$ cat src/rtl/mem_bus_arbiter.sv
// Single-port memory bus arbiter between instruction fetch and load/store.
// Round-robin tie-break, grant FSM with timeout watchdog and sticky error.
module mem_bus_arbiter #(
    parameter int unsigned ADDR_W  = 32,
    parameter int unsigned DATA_W  = 32,
    parameter int unsigned TIMEOUT = 255
) (
    input  logic              clk,
    input  logic              rst,
    input  logic              if_req,
    input  logic [ADDR_W-1:0] if_addr,
    output logic [DATA_W-1:0] if_rdata,
    output logic              if_ack,
    input  logic              mem_req,
    input  logic              mem_we,
    input  logic [ADDR_W-1:0] mem_addr,
    input  logic [DATA_W-1:0] mem_wdata,
    input  logic [3:0]        mem_sel,
    output logic [DATA_W-1:0] mem_rdata,
    output logic              mem_ack,
    output logic              bus_req,
    output logic              bus_we,
    output logic [ADDR_W-1:0] bus_addr,
    output logic [DATA_W-1:0] bus_wdata,
    output logic [3:0]        bus_sel,
    input  logic [DATA_W-1:0] bus_rdata,
    input  logic              bus_ack,
    output logic              stallreq_if,
    output logic              stallreq_mem,
    output logic              bus_err
);

    typedef enum logic [1:0] {
        IDLE,
        GNT_IF,
        GNT_MEM,
        DONE
    } state_t;

    localparam logic [15:0] TO_LAST = 16'(TIMEOUT - 1);

    state_t      state;
    logic        last_mem;
    logic [15:0] cnt;
    logic        pick_mem;
    logic        pick_if;
    logic        to_hit;

    // MEM wins unless IF is also waiting and MEM had the previous grant
    always_comb begin
        pick_mem = mem_req & ~(if_req & last_mem);
        pick_if  = if_req & ~pick_mem;
        to_hit   = (cnt == TO_LAST);
    end

    assign stallreq_if  = if_req & ~if_ack;
    assign stallreq_mem = mem_req & ~mem_ack;

    always_ff @(posedge clk or posedge rst) begin
        if (rst) begin
            state     <= IDLE;
            last_mem  <= 1'b0;
            cnt       <= '0;
            bus_req   <= 1'b0;
            bus_we    <= 1'b0;
            bus_addr  <= '0;
            bus_wdata <= '0;
            bus_sel   <= 4'b0000;
            if_rdata  <= '0;
            mem_rdata <= '0;
            if_ack    <= 1'b0;
            mem_ack   <= 1'b0;
            bus_err   <= 1'b0;
        end else begin
            if_ack  <= 1'b0;
            mem_ack <= 1'b0;
            unique case (state)
                IDLE: begin
                    if (pick_mem) begin
                        state     <= GNT_MEM;
                        bus_req   <= 1'b1;
                        bus_we    <= mem_we;
                        bus_addr  <= mem_addr;
                        bus_wdata <= mem_wdata;
                        bus_sel   <= mem_sel;
                        last_mem  <= 1'b1;
                        cnt       <= '0;
                    end else if (pick_if) begin
                        state     <= GNT_IF;
                        bus_req   <= 1'b1;
                        bus_we    <= 1'b0;
                        bus_addr  <= if_addr;
                        bus_wdata <= '0;
                        bus_sel   <= 4'b1111;
                        last_mem  <= 1'b0;
                        cnt       <= '0;
                    end
                end
                GNT_IF, GNT_MEM: begin
                    // a real ack on the timeout cycle takes precedence
                    if (bus_ack) begin
                        state   <= DONE;
                        bus_req <= 1'b0;
                        if (state == GNT_IF) begin
                            if_rdata <= bus_rdata;
                            if_ack   <= 1'b1;
                        end else begin
                            if (!bus_we)
                                mem_rdata <= bus_rdata;
                            mem_ack <= 1'b1;
                        end
                    end else if (to_hit) begin
                        state   <= DONE;
                        bus_req <= 1'b0;
                        bus_err <= 1'b1;
                        if (state == GNT_IF) begin
                            if_rdata <= '0;
                            if_ack   <= 1'b1;
                        end else begin
                            mem_rdata <= '0;
                            mem_ack   <= 1'b1;
                        end
                    end else begin
                        cnt <= cnt + 16'd1;
                    end
                end
                DONE: state <= IDLE;
                default: state <= IDLE;
            endcase
        end
    end

endmodule

$ cat config.mk
export PLATFORM = sky130hd
export DESIGN_NAME = mem_bus_arbiter
export DESIGN_NICKNAME = d
export VERILOG_FILES = /design/src/rtl/mem_bus_arbiter.sv
export SDC_FILE = /design/constraint.sdc
export NUM_CORES = 1
export LEC_CHECK = 0
export CAP_MARGIN = 20
export CORE_MARGIN = 10
export CORE_UTILIZATION = 23
export DETAILED_ROUTE_END_ITERATION = 16
export MAX_ROUTING_LAYER = met4
export PLACE_DENSITY = 0.59
export SLEW_MARGIN = 40
export SYNTH_ARGS = -nofsm -noshare
export SYNTH_HDL_FRONTEND = slang
export SYNTH_SLANG_ARGS = --single-unit
$ cat constraint.sdc
create_clock -name clk -period 15.8 [get_ports clk]
set_input_delay 3.16 -clock clk [delete_from_list [all_inputs] [get_ports clk]]
set_output_delay 3.16 -clock clk [all_outputs]
set_load 0.05 [all_outputs]
After elaboration in Yosys (flattened, before gate mapping) --
Cells that the tools add are included.
Storage, ports and cells: register bits 156, output and inout bits 139, logic and storage cells 87
Cells by class: add/subtract/negate cells 1, eq/ne operators 9, multiplexer cells 41, bitwise logic cells 11, reductions and logical operators 12
Operators with widths (count):
- 32-bit 2-to-1 mux | 13
- 16-bit 2-to-1 mux | 4
- 16-bit one-hot mux with 2 select lines | 1
- 16-bit by 1-bit adder with 16-bit output, second input constant | 1
- 16-bit by 8-bit equality test with 1-bit output, second input constant | 1
- 1-bit 2-to-1 mux | 15
- 3-bit AND reduction | 3
- 2-bit 2-to-1 mux | 4
- 4-bit 2-to-1 mux | 2
- 4-bit AND reduction | 2
- 2-bit inequality test, second input constant | 3
- 3-bit inequality test, second input constant | 2
- 1-bit NOT | 6
- 2-bit one-hot mux with 3 select lines | 1
- 2-bit nonzero test | 3
- 1-bit AND | 5
- 2-bit equality test, second input constant | 2
- 2-bit AND reduction | 2
- 2-bit by 1-bit equality test with 1-bit output, second input constant | 1
- 2-bit zero test | 1
- 1-bit one-hot mux with 2 select lines | 1
- 2-bit OR reduction | 1

Logic depth before layout (Yosys ltp) --
word-level depth 8, gate-level depth with buffers 9

Least setup slack after synthesis --
No wires, ideal clock.
path type input port to output port, start input port if_req, end output port stallreq_if, arrival time 3.867 ns, required time 12.640 ns, setup slack 8.773 ns, stages 1, path buffers 0, path through nor2b_1
On the way: cells in the longest elaborated chain, start to end 1
RTL lines:
- start: declaration | line 10 | input logic if_req,
- 1-bit AND | line 56 | assign stallreq_if = if_req & ~if_ack;
- end: declaration | line 28 | output logic stallreq_if,
Every way passes these cells.

Final worst setup path --
Ends and elaborated chain as after synthesis.

==> flow_summary.yaml <==
cells_and_area:
  final_layout_size_suffix_gt1_frac: 0.06343
  final_net_count: 934
  fin_util: 0.3733
  final_common_cell: "clkdlybuf4s50_1"
  synthToLayoutAreaGrowth_pct: 58.92
  fillerInstances: 2714
  most-common-layout-cells: "clkdlybuf4s50_1, dfrtp_1, a22o_1, nand2_1, o21ai_0"
floorplanning:
  ios: 277
  initial_core_util: 0.2349
  die_width_um: 186.4
  dieArea_um2: 34730
  die_h_um: 186.4
  core-area_um2: 27100
  rows: 60
detailed_routing:
  drcViolationCount: 0
  wl_per_cell_um: 18.36
  detail_route.vias_per_cell: 4.442
  drt-pass1-iter-count: 4
  vias: 5228
  first_iter_violations: 239
  antenna_left: 0
  wirelength_um: 21620
synthesis:
  synth_top_cell_area_share: 0.6132
  synth_top_area_cell: "dfrtp_1"
  syn-num-nets: 668
  netlist_instances: 525
  synth_seq_area_share: 0.6132
  synth_area_leaders: "dfrtp_1, a22o_1, mux2i_1"
  async_flop_share: 1.000
  synth_cell_types: 40
  ys.warnings.count: 0
  synth-main-ff-cell: "dfrtp_1"
  synth_edf_count: 0
  syn_area_um2: 6366
  synth_area_per_cell_um2: 12.13
  ys_ff_latch: 156
worst_setup_path:
  worstPathMaxFanout: 7
  critical_path_arrival_ns: 4.83
  worstSetupEndpointType: "output port"
  cp.required_ns: 12.64
  cp-start-kind: "primary input"
  r2r-start: "state[0]$_DFFE_PP0P_"
  worstSetupPathType: "primary input to output port"
  reg2reg_setup_slack_ns: 13.03
  r2r_cells: 8
  timing.rr.end: "mem_rdata[24]$_DFFE_PP0P_"
run_status:
  status: "complete, no violations"
clocking:
  cts_tree: "done"
  cts_made_buffers: 17
  cts_htree_levels: 4
  cts_buffer_depth: 2
  cts.sinks: 156
  hold_buffers: 0
  root_buffer: "clkbuf_16"
  clk_pin_slew_worst_paths_ns: 0.07
  cts-resized-gates: 0
  postCtsSetupBuffers: 0
  clock_latency_ns: 0.43
sta:
  final-hold-violation-count: 0
  drv_slew: 0
  max_freq_mhz: 125.2
  slew_headroom: 0.4652
  final.setup.tns_ns: 0
  rsz0062_at_grt: "no"
  worst_pin_slew_ns: 0.8023
  period_share: 0.5057
  finClkSkew_ns: 0.01756
  fin_crit_ns: 7.990
  finalSetupViolCount: 0
min_path:
  hold_end: "bus_addr[6]$_DFFE_PP0P_"
  whs_path_depth: 2
  min_from: "bus_addr[6]$_DFFE_PP0P_"
  hp-class: "flip-flop to flip-flop"
power:
  power_frac_clock: 0.163
  pwr_density_cell_nw_per_um2: 238.5
  seqPwrFrac: 0.276
  swShare: 0.4868
  pwr-share-comb: 0.561
  switchingPower_w: 0.001174
  peakVddDrop_uv: 84.81
  intPower_w: 0.001238
  leakagePower_nw: 4.378
place:
  hpwlAfterDp_um: 15670
  gp_congestion: 0.7717
  numPortBuffers: 276
global_route:
  antenna_found_initial: 1
  track_usage: 0.1250
  grt_pass1_wl_um: 33740
  overflow: 0
  grt_max_degree: 104
  grt_pass1_vias: 5624
job:
  max-cap-violations: 0
cell usage after synthesis (all sizes together) (2+ instances only):
| master | instances |
|---|---|
| o21a | 3 |
| dfrtp | 156 |
| or3 | 2 |
| o22a | 4 |
| ha | 5 |
| nand2b | 3 |
| nand2 | 52 |
| nand4 | 3 |
| o211ai | 2 |
| and3 | 4 |
| inv | 8 |
| o21ai | 52 |
| a21oi | 8 |
| a22o | 98 |
| o31ai | 5 |
| o311ai | 2 |
| a21o | 2 |
| nor2b | 4 |
| buf | 12 |
| nor3 | 3 |
| and4 | 2 |
| nand3 | 11 |
| mux2i | 34 |
| nor4 | 2 |
| a31oi | 5 |
| clkbuf | 25 |
| nor2 | 10 |
power groups by stage:
stage	clock network, W	logic, W	registers [W]
floorplan	0	0.000353	0.00119
global placement	0	0.00136	0.000667
detailed placement	0	0.00137	0.000667
CTS	0.000407	0.00137	0.000666
global route	0.000425	0.00143	0.000688
finish	0.000394	0.00135	0.000665
final cells by class:
cell class	count	area, um2	area share
multi-input cells	324	2306	0.2279
diodes	1	2.502	0.0002473
inverters	8	37.54	0.003710
clock inverters	13	122.6	0.01212
well taps	372	465.4	0.04601
clock buffers	19	432.9	0.04279
flip-flops and latches	156	3904	0.3859
repair buffers	284	2846	0.2814
state kept, by name, summed over array words and instances, names as in the netlist:
name,cells
bus_addr,32
bus_err,1
bus_req,1
bus_sel,4
bus_wdata,32
bus_we,1
cnt,16
if_ack,1
if_rdata,32
last_mem,1
mem_ack,1
mem_rdata,32
state,2
metal layers:
metal	vias up	wire (um)	GRT usage
li1	2482	-	-
met3	8	2128	0.06276
met1	2530	9556	0.1487
met4	0	104	0.01595
met5	-	0	-
met2	208	9825	0.1906
kinds of logic (layout without fill, tap and decap cells):
logic type,count (synthesis),after routing,share of synthesized area
adders and majority gates,5,5,0.009827
DFF,156,156,0.6132
AOI/OAI and AO/OA,184,184,0.2160
other,0,1,0
muxes,34,34,0.05346
and+or+nand+nor,101,101,0.07744
buffers and inverters,45,324,0.03007
worst max-delay path by stage:
stage,startpoint,to,slack [ns],cells past startpoint
floorplan,rst,bus_addr[0]$_DFFE_PP0P_,8.43,1
global placement,if_req,stallreq_if,7.81,3
detailed placement,if_req,stallreq_if,7.79,3
CTS,if_req,stallreq_if,7.79,3
global route,if_req,stallreq_if,7.76,3
finish,if_req,stallreq_if,7.81,3
critical path: stages:
cell and delay, ns:
clkdlybuf4s50_1 0.68, nor2b_1 0.17, clkdlybuf4s50_1 0.81
metrics by stage:
step                      std cells  total power (W)  setup slack, ns  instance area [um2]  hold WS, ns
final                          1177         0.002413            7.810                10120       0.4807
after global routing           1177         0.002542            7.759                10120       0.5048
after CTS                      1175         0.002447            7.794                10090       0.4838
after detailed placement       1143         0.002040            7.790                 9532       0.4695
after global placement         1143         0.002031            7.810                 9525       0.4558
after floorplan                 525         0.001546            8.433                 6366       0.4420
(Power assumes the default switching activity.)
